`src/rtl/alu_pkg.sv`:
```
// alu_pkg: shared definitions for the accumulator stage, the 4-bit ALU and
// the benches that drive them.
//   state_e      - accumulator FSM state type (IDLE, EXEC, DONE), 2-bit
//   OP_*         - team ALU opcode constants
//   *_DEF        - default widths for data, select and operation counter
package alu_pkg;

  localparam int unsigned WIDTH_DEF = 4;
  localparam int unsigned SELW_DEF  = 3;
  localparam int unsigned CNTW_DEF  = 8;

  typedef enum logic [1:0] {
    IDLE = 2'd0,
    EXEC = 2'd1,
    DONE = 2'd2
  } state_e;

  localparam logic [2:0] OP_AND = 3'b000;
  localparam logic [2:0] OP_OR  = 3'b001;
  localparam logic [2:0] OP_ADD = 3'b010;
  localparam logic [2:0] OP_SUB = 3'b110;

endpackage

```
`src/rtl/alu_accumulator.sv`:
```
// alu_accumulator: command-driven accumulator feeding an external
// combinational ALU and writing its result back.
// One command per 3 cycles: accept (IDLE) -> write acc (EXEC) -> done (DONE).
// Ports:
//   clk, rst_n          - clock, synchronous active-low reset
//   cmd_valid/cmd_ready - command handshake
//   cmd_op/data/load    - opcode, operand B or load value, load select
//   alu_sel/a/b         - registered drive to the ALU
//   alu_y               - ALU result
//   acc, zero           - accumulator and its zero flag
//   done                - one-cycle pulse after each accumulator write
//   op_count            - saturating count of completed commands
module alu_accumulator
  import alu_pkg::*;
#(
  parameter int unsigned WIDTH = WIDTH_DEF,
  parameter int unsigned SELW  = SELW_DEF,
  parameter int unsigned CNTW  = CNTW_DEF
) (
  input  logic             clk,
  input  logic             rst_n,
  input  logic             cmd_valid,
  output logic             cmd_ready,
  input  logic [SELW-1:0]  cmd_op,
  input  logic [WIDTH-1:0] cmd_data,
  input  logic             cmd_load,
  output logic [SELW-1:0]  alu_sel,
  output logic [WIDTH-1:0] alu_a,
  output logic [WIDTH-1:0] alu_b,
  input  logic [WIDTH-1:0] alu_y,
  output logic [WIDTH-1:0] acc,
  output logic             zero,
  output logic             done,
  output logic [CNTW-1:0]  op_count
);

  state_e           state_q, state_d;
  logic [WIDTH-1:0] acc_q,   acc_d;
  logic [SELW-1:0]  op_q,    op_d;
  logic [WIDTH-1:0] data_q,  data_d;
  logic             load_q,  load_d;
  logic [CNTW-1:0]  cnt_q,   cnt_d;

  always_comb begin
    state_d = state_q;
    acc_d   = acc_q;
    op_d    = op_q;
    data_d  = data_q;
    load_d  = load_q;
    cnt_d   = cnt_q;
    unique case (state_q)
      IDLE: begin
        if (cmd_valid) begin
          op_d    = cmd_op;
          data_d  = cmd_data;
          load_d  = cmd_load;
          state_d = EXEC;
        end
      end
      EXEC: begin
        acc_d = load_q ? data_q : alu_y;
        if (cnt_q != '1) cnt_d = cnt_q + 1'b1;
        state_d = DONE;
      end
      DONE:    state_d = IDLE;
      default: state_d = IDLE;
    endcase
  end

  always_ff @(posedge clk) begin
    if (!rst_n) begin
      state_q <= IDLE;
      acc_q   <= '0;
      op_q    <= '0;
      data_q  <= '0;
      load_q  <= 1'b0;
      cnt_q   <= '0;
    end else begin
      state_q <= state_d;
      acc_q   <= acc_d;
      op_q    <= op_d;
      data_q  <= data_d;
      load_q  <= load_d;
      cnt_q   <= cnt_d;
    end
  end

  // All outputs come from registers only; no cmd_* input reaches an output.
  assign cmd_ready = (state_q == IDLE);
  assign done      = (state_q == DONE);
  assign alu_sel   = op_q;
  assign alu_a     = acc_q;
  assign alu_b     = data_q;
  assign acc       = acc_q;
  assign zero      = (acc_q == '0);
  assign op_count  = cnt_q;

endmodule

```
`config.mk`:
```
export PLATFORM = sky130hd
export DESIGN_NAME = alu_accumulator
export DESIGN_NICKNAME = d
export VERILOG_FILES = /design/src/rtl/alu_pkg.sv /design/src/rtl/alu_accumulator.sv
export SDC_FILE = /design/constraint.sdc
export NUM_CORES = 1
export LEC_CHECK = 0
export BUFFER_PORTS_ARGS = -buffer_cell sky130_fd_sc_hd__buf_2
export CAP_MARGIN = 20
export CORE_ASPECT_RATIO = 1.5
export CORE_MARGIN = 1.5
export CORE_UTILIZATION = 46
export CTS_CLUSTER_DIAMETER = 200
export CTS_CLUSTER_SIZE = 10
export DETAILED_ROUTE_END_ITERATION = 6
export GPL_ROUTABILITY_DRIVEN = 0
export PLACE_DENSITY = 0.74
export SLEW_MARGIN = 20
export SYNTH_ARGS = -nofsm -noshare
export SYNTH_HDL_FRONTEND = slang
export SYNTH_SLANG_ARGS = --single-unit
```
`constraint.sdc`:
```
create_clock -name clk -period 1.9 [get_ports clk]
set_input_delay 0.57 -clock clk [delete_from_list [all_inputs] [get_ports clk]]
set_output_delay 0.57 -clock clk [all_outputs]
set_load 0.03 [all_outputs]
```
==> results by group <==
Hold path
  • Hold Path Depth: 3
  • Hold Path Class: input pin to flop
  • Hold EP: alu_b[3]
  • Hold path start: cmd_data[3]

Clock network
  • CTS tree: yes
  • Worst-path clk slew: 0.13 ns
  • Latest clock arrival within the worst-skew pair: 0.32 ns
  • H-tree Lvls: 1
  • Clock Path Buffers: 2
  • Root Buffer: clkbuf_4
  • Hold buffers post-CTS: 0
  • Clock Sinks: 22
  • Post_cts resized: 0
  • Postcts setup bufs: 0
  • Inserted Clock Buffers: 3

Synthesis
  • Post-synthesis mux area share: 0.1402
  • Synth unique cells: 31
  • Synth Area in Adders: 0.01252
  • EDFF count, synth: 0
  • Main combinational cell family by area after synthesis: simple AND/OR/NAND/NOR gates
  • Synthesized area per cell: 9.521 um2
  • Cell Area, Synth: 999.7 um2
  • Top post-synthesis cells by area: dfxtp_1 (44%), mux2i_1 (14%), nor2_1 (4.9%)
  • Top-area cell type share of the netlist area: 0.4406
  • Syn Inst Count: 105
  • Most frequent cells after synthesis: dfxtp_1 (22), mux2i_1 (14), nor2_1 (13)
  • Xor/xnor cell area share of the yosys netlist: 0
  • Post-synthesis compound-gate area fraction: 0.1026
  • Flop and latch count out of synthesis: 22
  • Main flop type after synthesis: dfxtp_1
  • Mapped Nets: 121
  • Register area share after synthesis: 0.4406
  • Most frequent cell after synthesis: dfxtp_1
  • Ys Warns: 0
  • Area leader, netlist: dfxtp_1
  • Fraction of registers with async set/reset: 0
  • Simple-gate share of the synthesized area: 0.2340

Drt
  • Initial DRC count: 2
  • Via total after detailed routing: 897
  • Vias/cell: 5.503
  • DRC: 0
  • DR pass1 iterations: 3
  • WL/cell: 12.78 um
  • Detailed Route WL: 2083 um
  • Post-DRT Antenna Nets: 0

STA
  • Fmax: 573.3 MHz
  • Final min period: 1.744 ns
  • Worst-margin pin slew: 0.3661 ns
  • Fin crit share: 0.9180
  • Setup TNS: 0 ns
  • Hold WS: 0.4781 ns
  • Slew Limit Fails: 0
  • RSZ-0062 raised after global routing: false
  • Final hold viol count: 0
  • Setup violators final: 0
  • Max-slew headroom: 0.7556
  • Clock skew: 0.004236 ns

Critical path
  • Worst EP arrival: 1.17 ns
  • Worst EP required: 1.33 ns
  • R2R Setup Slk: 0.34 ns
  • CP peak stage delay: 0.37 ns
  • Reg2reg path depth: 4
  • Critical Path Sink Type: output pin
  • WS Path Type: flop to output pin
  • Critical-path cell list: nor4_2 -> buf_2
  • Reg2reg end: op_count[6]
  • Startpoint types: flop
  • Buf/Inv on CP: 1
  • Max FO, Critical Path: 4
  • Reg2Reg Launch Point: op_count[0]
  • Delay-heaviest family, CP: flip-flops
  • Slowest cell on the critical path: dfxtp_1

Global routing
  • Global route overflow: 0
  • Largest net degree at the start of global routing: 18
  • First-pass GRT wire length: 3249 um
  • Initial antenna violation count: 0
  • Vias in the first global route: 799
  • GRT Total Usage: 0.1924

Power and ir drop
  • PwrDens: 843.9 mW/mm2
  • Leakage: 0.0006071 uW
  • Max VDD drop: 0.0007808 V

Die
  • Core area: 0.002052 mm2
  • Rows: 20
  • Chip Width: 41.07 um
  • Initial Util: 0.4872
  • Die ar.: 0.002468 mm2
  • Boundary Pins: 41
  • Die height: 60.10 um

Final layout
  • N_diodes: 0
  • Layout fillers: 192
  • Layout area overhead: 24.28%
  • Proportion of layout cells with a drive suffix above 1: 0.3475
  • NumNets Final: 158
  • Register area: 440.4 um2
  • Final Non-Filler Cells: 163
  • Multi-input gate area: 495.5 um2

Placed design
  • Placed insts: 159
  • Detail Placement HPWL: 1560 um
  • PortBufs: 40

Run
  • Max-cap violation count: 0

Run status
  • Status: finished, final reports clean
layout make-up:
type | count | area share
clock buffer | 3 | 0.01813
clock inverter | 1 | 0.02417
inverter | 3 | 0.009063
multi-input combinational | 70 | 0.3988
sequential | 22 | 0.3545
tap | 22 | 0.02216
timing repair buffer | 42 | 0.1732
routing by layer:
| layer | track usage | up-vias | share of wire |
|---|---|---|---|
| met1 | 0.1837 | 421 | 0.40 |
| met2 | 0.3683 | 24 | 0.54 |
| met5 | 0 | - | 0 |
| met3 | 0.02230 | 4 | 0.040 |
| met4 | 0.08571 | 0 | 0.011 |
| li1 | - | 448 | - |
state kept, by name, indices dropped and copies added (netlist names):
signal and count:
acc 4, alu_b 4, alu_sel 3, load_q 1, op_count 8, state_q 2
how the worst max path moves through the flow:
stage,slack (ns),cells after the start,end,from
CTS,0.14,2,zero,acc[3]
floorplan,0.20,1,zero,acc[3]
finish,0.16,2,zero,acc[3]
global route,0.09,2,zero,acc[3]
detailed placement,0.36,4,op_count[6],op_count[0]
global placement,0.42,4,op_count[6],op_count[0]
power by group:
| group | switching (uW) | internal [uW] | total (uW) |
|---|---|---|---|
| sequential | 21.9 | 483 | 505 |
| combinational | 113 | 67.7 | 181 |
| clock | 149 | 213 | 363 |
placed cells by master (no fill, tap or decap), types with 2 or more instances in the layout:
cell type  count
and4_1         3
nor2_1        13
clkbuf_4       3
and2_1         2
nand2_1        4
mux2i_1       14
nor3_1         3
a21oi_1        4
buf_4          2
inv_1          2
nand3_1        2
a211oi_1       6
and3_1         2
dfxtp_1       22
buf_2         40
nand4_1        2
per-stage QoR:
stage / total power (uW) / worst slack [ns] / utilization / area (um2)
5_1_grt: 1086 / 0.09335 / 0.6055 / 1242
2_1_floorplan: 649.2 / 0.2050 / - / 1006
6_report: 1049 / 0.1558 / 0.6055 / 1242
4_1_cts: 1058 / 0.1441 / 0.6055 / 1242
3_3_place_gp: 693.3 / 0.4242 / 0.5799 / 1190
3_5_place_dp: 697.8 / 0.3607 / 0.5799 / 1190
worst register-to-register path, cell delays in order, from the launching register on:
cell      delay [ns]
dfxtp_1         0.40
ha_1            0.28
nand4b_4        0.15
or4_1           0.47
and3_1          0.17
logic make-up after synthesis:
| family | count (synthesis) |
|---|---|
| buf+inv | 13 |
| simple gates | 40 |
| compound gates | 15 |
| fa+ha+maj | 1 |
| flops | 22 |
| mux | 14 |
No activity file was read; power rests on OpenSTA's default activity.
